<file path="src/rtl/console_uart_if.sv">
// Byte-level host side of the console UART: TX write port and RX result port.
interface console_uart_if;
    logic [7:0] tx_data;
    logic       tx_strobe;
    logic       tx_ready;
    logic [7:0] rx_data;
    logic       rx_strobe;
    logic       rx_frame_err;
    logic       rx_parity_err;

    modport master (
        output tx_data, tx_strobe,
        input  tx_ready, rx_data, rx_strobe, rx_frame_err, rx_parity_err
    );

    modport slave (
        input  tx_data, tx_strobe,
        output tx_ready, rx_data, rx_strobe, rx_frame_err, rx_parity_err
    );
endinterface

</file>
<file path="src/rtl/console_uart.sv">
// Console UART: FIFO-buffered transmitter and mid-bit-sampling receiver with
// optional parity, sharing one clock but otherwise independent.
module console_uart #(
    parameter int CLK_FREQ   = 100000000,
    parameter int BAUD_RATE  = 9600,
    parameter int DATA_BITS  = 8,
    parameter int PARITY     = 0,
    parameter int STOP_BITS  = 1,
    parameter int FIFO_DEPTH = 4
) (
    input  logic              clk,
    input  logic              rst_l,
    console_uart_if.slave     bus,
    output logic              tx_pad,
    input  logic              rx_pad
);
    localparam int DIV = CLK_FREQ / BAUD_RATE;
    localparam int CW  = $clog2(DIV);
    localparam int AW  = $clog2(FIFO_DEPTH);
    localparam logic [CW-1:0] BIT_LAST   = CW'(DIV - 1);
    localparam logic [CW-1:0] HALF_LAST  = CW'(DIV / 2 - 1);
    localparam logic [2:0]    DATA_LAST  = 3'(DATA_BITS - 1);
    localparam logic [2:0]    STOP_LAST  = 3'(STOP_BITS - 1);
    localparam logic [AW:0]   FULL_COUNT = (AW + 1)'(FIFO_DEPTH);
    localparam logic [7:0]    DATA_MASK  = 8'((1 << DATA_BITS) - 1);

    typedef enum logic [2:0] {
        TX_IDLE = 3'd0, TX_START = 3'd1, TX_DATA = 3'd2, TX_PARITY = 3'd3, TX_STOP = 3'd4
    } tx_state_t;

    typedef enum logic [2:0] {
        RX_IDLE = 3'd0, RX_START = 3'd1, RX_DATA = 3'd2, RX_PARITY = 3'd3,
        RX_STOP = 3'd4, RX_BREAK = 3'd5
    } rx_state_t;

    // Parity bit that makes the frame odd (PARITY=1) or even (PARITY=2).
    function automatic logic parity_bit(input logic [7:0] d);
        logic [7:0] m;
        m = d & DATA_MASK;
        return (PARITY == 1) ? ~^m : ^m;
    endfunction

    logic [7:0]    fifo_mem_r [FIFO_DEPTH];
    logic [AW-1:0] wr_ptr_r, rd_ptr_r;
    logic [AW:0]   count_r, count_next_s;
    logic          tx_ready_r, push_s, pop_s, tx_bit_end_s, fifo_has_s;
    logic [7:0]    head_s;

    tx_state_t     tx_state_r;
    logic [CW-1:0] tx_cnt_r;
    logic [2:0]    tx_idx_r;
    logic [7:0]    tx_shift_r;
    logic          tx_par_r, tx_load_r, tx_pad_r;

    logic          sync1_r, sync2_r;
    rx_state_t     rx_state_r;
    logic [CW-1:0] rx_cnt_r;
    logic [2:0]    rx_idx_r;
    logic [7:0]    rx_shift_r, rx_data_r;
    logic          rx_pbit_r, rx_strobe_r, rx_ferr_r, rx_perr_r;

    // FIFO handshake and pop decisions; a pop can only come from IDLE or the last stop bit.
    always_comb begin
        push_s       = bus.tx_strobe & tx_ready_r;
        fifo_has_s   = (count_r != (AW + 1)'(0));
        tx_bit_end_s = (tx_cnt_r == BIT_LAST);
        head_s       = fifo_mem_r[rd_ptr_r];
        case (tx_state_r)
            TX_IDLE: pop_s = ~tx_load_r & fifo_has_s;
            TX_STOP: pop_s = tx_bit_end_s & (tx_idx_r == STOP_LAST) & fifo_has_s;
            default: pop_s = 1'b0;
        endcase
        count_next_s = count_r + (AW + 1)'(push_s) - (AW + 1)'(pop_s);
    end

    // FIFO storage; contents are qualified by the pointers so need no reset.
    always_ff @(posedge clk) begin
        if (push_s) begin
            fifo_mem_r[wr_ptr_r] <= bus.tx_data & DATA_MASK;
        end
    end

    // FIFO pointers, occupancy and the registered ready flag.
    always_ff @(posedge clk or negedge rst_l) begin
        if (!rst_l) begin
            wr_ptr_r   <= AW'(0);
            rd_ptr_r   <= AW'(0);
            count_r    <= (AW + 1)'(0);
            tx_ready_r <= 1'b1;
        end else begin
            if (push_s) wr_ptr_r <= wr_ptr_r + AW'(1);
            if (pop_s)  rd_ptr_r <= rd_ptr_r + AW'(1);
            count_r    <= count_next_s;
            tx_ready_r <= (count_next_s != FULL_COUNT);
        end
    end

    // Transmit FSM: IDLE pops the head, then starts the frame on the following edge.
    always_ff @(posedge clk or negedge rst_l) begin
        if (!rst_l) begin
            tx_state_r <= TX_IDLE;
            tx_cnt_r   <= CW'(0);
            tx_idx_r   <= 3'd0;
            tx_shift_r <= 8'd0;
            tx_par_r   <= 1'b0;
            tx_load_r  <= 1'b0;
            tx_pad_r   <= 1'b1;
        end else begin
            tx_cnt_r <= tx_bit_end_s ? CW'(0) : tx_cnt_r + CW'(1);
            case (tx_state_r)
                TX_IDLE: begin
                    tx_cnt_r <= CW'(0);
                    if (tx_load_r) begin
                        tx_load_r  <= 1'b0;
                        tx_pad_r   <= 1'b0;
                        tx_state_r <= TX_START;
                    end else if (pop_s) begin
                        tx_load_r  <= 1'b1;
                        tx_shift_r <= head_s;
                        tx_par_r   <= parity_bit(head_s);
                    end
                end
                TX_START: if (tx_bit_end_s) begin
                    tx_pad_r   <= tx_shift_r[0];
                    tx_shift_r <= {1'b0, tx_shift_r[7:1]};
                    tx_idx_r   <= 3'd0;
                    tx_state_r <= TX_DATA;
                end
                TX_DATA: if (tx_bit_end_s) begin
                    if (tx_idx_r != DATA_LAST) begin
                        tx_pad_r   <= tx_shift_r[0];
                        tx_shift_r <= {1'b0, tx_shift_r[7:1]};
                        tx_idx_r   <= tx_idx_r + 3'd1;
                    end else if (PARITY != 0) begin
                        tx_pad_r   <= tx_par_r;
                        tx_state_r <= TX_PARITY;
                    end else begin
                        tx_pad_r   <= 1'b1;
                        tx_idx_r   <= 3'd0;
                        tx_state_r <= TX_STOP;
                    end
                end
                TX_PARITY: if (tx_bit_end_s) begin
                    tx_pad_r   <= 1'b1;
                    tx_idx_r   <= 3'd0;
                    tx_state_r <= TX_STOP;
                end
                TX_STOP: if (tx_bit_end_s) begin
                    if (tx_idx_r != STOP_LAST) begin
                        tx_idx_r <= tx_idx_r + 3'd1;
                    end else begin
                        // Prefetch here so a queued byte costs only one idle clock.
                        tx_state_r <= TX_IDLE;
                        if (pop_s) begin
                            tx_load_r  <= 1'b1;
                            tx_shift_r <= head_s;
                            tx_par_r   <= parity_bit(head_s);
                        end
                    end
                end
                default: begin
                    tx_state_r <= TX_IDLE;
                    tx_pad_r   <= 1'b1;
                end
            endcase
        end
    end

    // Two-flop synchroniser for the asynchronous serial input, idling high.
    always_ff @(posedge clk or negedge rst_l) begin
        if (!rst_l) begin
            sync1_r <= 1'b1;
            sync2_r <= 1'b1;
        end else begin
            sync1_r <= rx_pad;
            sync2_r <= sync1_r;
        end
    end

    // Receive FSM: centre-samples each bit; a low stop bit parks in BREAK until the line rises.
    always_ff @(posedge clk or negedge rst_l) begin
        if (!rst_l) begin
            rx_state_r  <= RX_IDLE;
            rx_cnt_r    <= CW'(0);
            rx_idx_r    <= 3'd0;
            rx_shift_r  <= 8'd0;
            rx_pbit_r   <= 1'b0;
            rx_data_r   <= 8'd0;
            rx_strobe_r <= 1'b0;
            rx_ferr_r   <= 1'b0;
            rx_perr_r   <= 1'b0;
        end else begin
            rx_strobe_r <= 1'b0;
            rx_cnt_r    <= rx_cnt_r + CW'(1);
            case (rx_state_r)
                RX_IDLE: begin
                    rx_cnt_r <= CW'(0);
                    if (!sync2_r) rx_state_r <= RX_START;
                end
                RX_START: if (rx_cnt_r == HALF_LAST) begin
                    rx_cnt_r <= CW'(0);
                    if (sync2_r) begin
                        rx_state_r <= RX_IDLE;
                    end else begin
                        rx_idx_r   <= 3'd0;
                        rx_shift_r <= 8'd0;
                        rx_state_r <= RX_DATA;
                    end
                end
                RX_DATA: if (rx_cnt_r == BIT_LAST) begin
                    rx_cnt_r             <= CW'(0);
                    rx_shift_r[rx_idx_r] <= sync2_r;
                    if (rx_idx_r != DATA_LAST) begin
                        rx_idx_r <= rx_idx_r + 3'd1;
                    end else begin
                        rx_state_r <= (PARITY != 0) ? RX_PARITY : RX_STOP;
                    end
                end
                RX_PARITY: if (rx_cnt_r == BIT_LAST) begin
                    rx_cnt_r   <= CW'(0);
                    rx_pbit_r  <= sync2_r;
                    rx_state_r <= RX_STOP;
                end
                RX_STOP: if (rx_cnt_r == BIT_LAST) begin
                    rx_cnt_r    <= CW'(0);
                    rx_strobe_r <= 1'b1;
                    rx_data_r   <= rx_shift_r;
                    rx_ferr_r   <= ~sync2_r;
                    rx_perr_r   <= (PARITY != 0) && (rx_pbit_r != parity_bit(rx_shift_r));
                    rx_state_r  <= sync2_r ? RX_IDLE : RX_BREAK;
                end
                RX_BREAK: begin
                    rx_cnt_r <= CW'(0);
                    if (sync2_r) rx_state_r <= RX_IDLE;
                end
                default: rx_state_r <= RX_IDLE;
            endcase
        end
    end

    assign tx_pad            = tx_pad_r;
    assign bus.tx_ready      = tx_ready_r;
    assign bus.rx_data       = rx_data_r;
    assign bus.rx_strobe     = rx_strobe_r;
    assign bus.rx_frame_err  = rx_ferr_r;
    assign bus.rx_parity_err = rx_perr_r;
endmodule

</file>
<file path="src/flat_wrapper.sv">
// flat-port wrapper written by rule: the top's interface ports become plain ports
module console_uart_flat 
#(
    parameter int CLK_FREQ   = 100000000,
    parameter int BAUD_RATE  = 9600,
    parameter int DATA_BITS  = 8,
    parameter int PARITY     = 0,
    parameter int STOP_BITS  = 1,
    parameter int FIFO_DEPTH = 4
)
  (clk, rst_l, tx_pad, rx_pad, bus_tx_data, bus_tx_strobe, bus_tx_ready, bus_rx_data, bus_rx_strobe, bus_rx_frame_err, bus_rx_parity_err);
  console_uart_if bus_i ();
  input  logic clk;
  input  logic rst_l;
  output logic tx_pad;
  input  logic rx_pad;
  input wire logic [$bits(bus_i.tx_data)-1:0] bus_tx_data;
  input wire logic [$bits(bus_i.tx_strobe)-1:0] bus_tx_strobe;
  output wire logic [$bits(bus_i.tx_ready)-1:0] bus_tx_ready;
  output wire logic [$bits(bus_i.rx_data)-1:0] bus_rx_data;
  output wire logic [$bits(bus_i.rx_strobe)-1:0] bus_rx_strobe;
  output wire logic [$bits(bus_i.rx_frame_err)-1:0] bus_rx_frame_err;
  output wire logic [$bits(bus_i.rx_parity_err)-1:0] bus_rx_parity_err;
  assign bus_i.tx_data = bus_tx_data;
  assign bus_i.tx_strobe = bus_tx_strobe;
  assign bus_tx_ready = bus_i.tx_ready;
  assign bus_rx_data = bus_i.rx_data;
  assign bus_rx_strobe = bus_i.rx_strobe;
  assign bus_rx_frame_err = bus_i.rx_frame_err;
  assign bus_rx_parity_err = bus_i.rx_parity_err;
  console_uart #(.CLK_FREQ(CLK_FREQ), .BAUD_RATE(BAUD_RATE), .DATA_BITS(DATA_BITS), .PARITY(PARITY), .STOP_BITS(STOP_BITS), .FIFO_DEPTH(FIFO_DEPTH)) u_core (.clk(clk), .rst_l(rst_l), .bus(bus_i), .tx_pad(tx_pad), .rx_pad(rx_pad));
endmodule
</file>
<file path="config.mk">
export PLATFORM = sky130hd
export DESIGN_NAME = console_uart_flat
export DESIGN_NICKNAME = d
export VERILOG_FILES = /design/src/rtl/console_uart_if.sv /design/src/rtl/console_uart.sv /design/src/flat_wrapper.sv
export SDC_FILE = /design/constraint.sdc
export NUM_CORES = 1
export LEC_CHECK = 0
export CAP_MARGIN = 20
export CORE_ASPECT_RATIO = 1.75
export CORE_MARGIN = 4
export CORE_UTILIZATION = 62
export CTS_CLUSTER_DIAMETER = 80
export CTS_CLUSTER_SIZE = 10
export DETAILED_ROUTE_END_ITERATION = 12
export GPL_ROUTABILITY_DRIVEN = 0
export PLACE_DENSITY_LB_ADDON = 0.15
export SLEW_MARGIN = 20
export SYNTH_ARGS = -nofsm -noshare
export SYNTH_HDL_FRONTEND = slang
export SYNTH_SLANG_ARGS = --single-unit
</file>
<file path="constraint.sdc">
create_clock -name clk -period 6.5 [get_ports clk]
set_input_delay 0.65 -clock clk [delete_from_list [all_inputs] [get_ports clk]]
set_output_delay 0.65 -clock clk [all_outputs]
set_load 0.03 [all_outputs]
</file>
==> run summary <==
Post-layout minimum cycle time: 3.03 ns
# resized after CTS: 0
CTS tree: built
Final setup viols: 0
Initial antenna violation count: 0
Hold path start: u_core.sync1_r$_DFF_PN1_
Post-CTS Setup Bufs: 0
RSZ-0062 raised after global routing: false
Core Rows: 43
Diode count: 0
Root buffer selected by CTS: clkbuf_16
Final core occ: 70.8%
CTS Buf Count: 9
Total Routed Length: 9.21 mm
Post-DP HPWL: 6.38 mm
Peak supply drop: 0.181 mV
CP arrival: 3.29 ns
Cell Area, Synth: 5160 µm²
Fmax: 0.331 GHz
Crit Path Category: flip-flop to flip-flop
Clock Tree Buf Depth: 2
Core area: 8020 µm²
Chip Width: 77.0 µm
CP required: 6.77 ns
Post-synthesis cell type count: 53
Yosys Warn Count: 0
Syn Area/Cell: 11.6 µm²
Status: completed
Average routed wire per standard cell: 16.6 µm
EDFF count, synth: 32
Yosys top cell area share: 35.9%
Worst slew pin tran: 0.968 ns
DR pass1 iterations: 4
Routed vias/inst: 6.02
Max-Cap Viols: 0
Dominant cells by area after synthesis: dfrtp_1 36%, edfxtp_1 19%, mux2_2 3.7%
Detailed Route Iter0 Violations: 256
Clock sink total: 110
Largest net degree at the start of global routing: 79
Vias in the first global route: 3,394
# hold bufs at CTS: 0
Seq pwr share: 48.2%
Switching Share: 30.0%
Flops & latches, synth: 110
Worst Setup End Kind: flip-flop
Worst path cell trace: nor4b_1 > nand4_1 > mux2i_1 > nor2b_1 > ha_1 > inv_1 > ha_1 > fa_1 > xnor2_1 > xnor2_1 > nand2_1
Clock skew: 0.00682 ns
First-pass GRT wire length: 15.8 mm
Starting Density: 64.4%
Worst Path Buf+Inv: 1
Filler instances: 571
Dpl cell area: 5410 µm²
CP max stage delay: 0.55 ns
Net count after synthesis: 472
Post-route design area: 5680 µm²
Share of post-route cells with drive strength above 1: 11.8%
Comb pwr share: 26.8%
Clk slew on worst S/H paths: 0.07 ns
CP Launch Type: flip-flop
Worst r2r src: u_core.tx_cnt_r[10]$_DFF_PN0_
Post-synth top area cell: dfrtp_1
Main synth FF type: dfrtp_1
CP max FO: 5
Area growth syn-to-layout: 9.91%
Remaining Overflow, GRT: 0
Internal power: 1.39 mW
Pleak: 2.39 nW
Setup TNS Final: 0 ns
Final count of hold timing violations: 0
Hold WC Path Type: flip-flop to flip-flop
Skew-Pair Late Insertion Delay: 0.34 ns
CP top delay family: simple AND/OR/NAND/NOR gates
CP max-delay cell: nor4b_1
Post-synthesis sequential area ratio: 56.5%
Crit path from: u_core.tx_cnt_r[10]$_DFF_PN0_
Post-Synthesis Cells: 446
Post-route ant nets: 0
Die ar.: 9910 µm²
Relative slew slack: 35.5%
# DRC: 0
Final worst-path cycle share: 46.5%
DIE HEIGHT: 129 µm
# H-tree levels: 3
GRT Overall Usage: 20.0%
Clock power frac: 25.0%
Final Max Tran Viols: 0
Switching power: 0.593 mW
Top Ports: 25
Final net count: 486
Post-synth ARST share: 70.9%
Port Buf Inserts: 23
Cell Pwr Density: 349 nW/µm²
Via count: 3,339
## synth_stat cells (2+ instances only)
master     count
and4_1         3
dfstp_2        4
or3_1          4
and3_1        12
nor4b_1        3
clkbuf_1      13
a21oi_1       17
a31oi_1        4
a22oi_1        3
nand4_1       11
a2bb2oi_1      2
nand3_1       12
dfrtp_1       74
xnor2_1       15
ha_1          13
o22a_1         2
buf_4          3
nor3b_1        3
o211ai_1       3
o311a_1        2
xor2_1        13
nor4_1         3
inv_1         26
nand2_1       29
nor2b_1        6
mux2_2        17
o21ai_2        9
buf_2          2
nor3_1         7
o21ai_0       20
or4b_1         3
edfxtp_1      32
nor2_1        44
mux2i_1        3
mux4_2         8
nand2b_1       4
## placed cells by master (no fill, tap or decap), types with 11 or more instances in the layout
master           instances
dfrtp_1                 74
mux2_2                  17
inv_1                   26
a21oi_1                 17
edfxtp_1                32
o21ai_0                 20
nand3_1                 12
and3_1                  12
nor2_1                  44
xnor2_1                 15
xor2_1                  13
nand4_1                 11
nand2_1                 29
ha_1                    13
clkdlybuf4s50_1         22
## flip-flops by register name, summed over array words and instances (netlist names), 3 cells and up
name	cells
u_core.tx_cnt_r	14
u_core.rx_idx_r	3
u_core.rx_state_r	3
u_core.tx_state_r	3
u_core.tx_idx_r	3
u_core.rx_cnt_r	14
u_core.tx_shift_r	8
u_core.fifo_mem_r	32
u_core.rx_shift_r	8
u_core.bus.rx_data	8
u_core.count_r	3
## per-stage QoR
step | worst slack (ns) | hold WS, ns | power (mW) | std cells
6_report | 3.47 | 0.356 | 1.98 | 555
3_3_place_gp | 3.62 | 0.347 | 1.47 | 539
3_5_place_dp | 3.55 | 0.348 | 1.50 | 539
2_1_floorplan | 3.87 | 0.345 | 1.37 | 446
4_1_cts | 3.47 | 0.358 | 2.00 | 555
5_1_grt | 3.25 | 0.361 | 2.10 | 555
## metal layers
layer	vias up	global-route usage, %	routed length [µm]
met5	-	0	0
met4	0	7.55	187
met3	19	3.64	297
met2	79	36.9	5090
met1	1634	23.1	3640
li1	1607	-	-
## kinds of logic after synthesis
group / after synthesis / share of synthesized area [%]
compound gates: 69 / 8.70
simple gates: 149 / 14.8
fa+ha+maj: 14 / 3.54
xor+xnor: 28 / 4.75
mux: 28 / 7.78
flops: 110 / 56.5
buf+inv: 47 / 3.85
other cells: 1 / 0.0726
## final cells by class
| type | instances | area (µm²) | share of cell area [%] |
|---|---|---|---|
| Sequential cell | 110 | 2920 | 51.4 |
| Multi-Input combinational cell | 289 | 2050 | 36.1 |
| Timing Repair Buffer | 24 | 235 | 4.14 |
| Clock buffer | 10 | 229 | 4.03 |
| Tap cell | 90 | 113 | 1.98 |
| Inverter | 26 | 97.6 | 1.72 |
| Clock inverter | 6 | 36.3 | 0.639 |
## power groups by stage
stage / sequential [mW] / clock (mW) / combinational, mW
2_1_floorplan: 0.904 / 0 / 0.466
3_3_place_gp: 0.962 / 0 / 0.508
3_5_place_dp: 0.970 / 0 / 0.531
4_1_cts: 0.957 / 0.510 / 0.537
5_1_grt: 0.977 / 0.537 / 0.589
6_report: 0.955 / 0.495 / 0.530
## worst paths after layout
path                                                  endpoint  slack (ns)  depth (start not counted)
min                                   u_core.sync2_r$_DFF_PN1_        0.36                          0
min reg2reg                           u_core.sync2_r$_DFF_PN1_        0.36                          0
max reg2reg                      u_core.bus.tx_ready$_DFF_PN1_        3.47                         11
max in group asynchronous  u_core.bus.rx_frame_err$_DFFE_PN0P_        5.42                          1
min in group asynchronous       u_core.tx_idx_r[1]$_DFFE_PN0P_        0.45                          1
max                              u_core.bus.tx_ready$_DFF_PN1_        3.47                         11
Power figures use the tool's default switching activity.
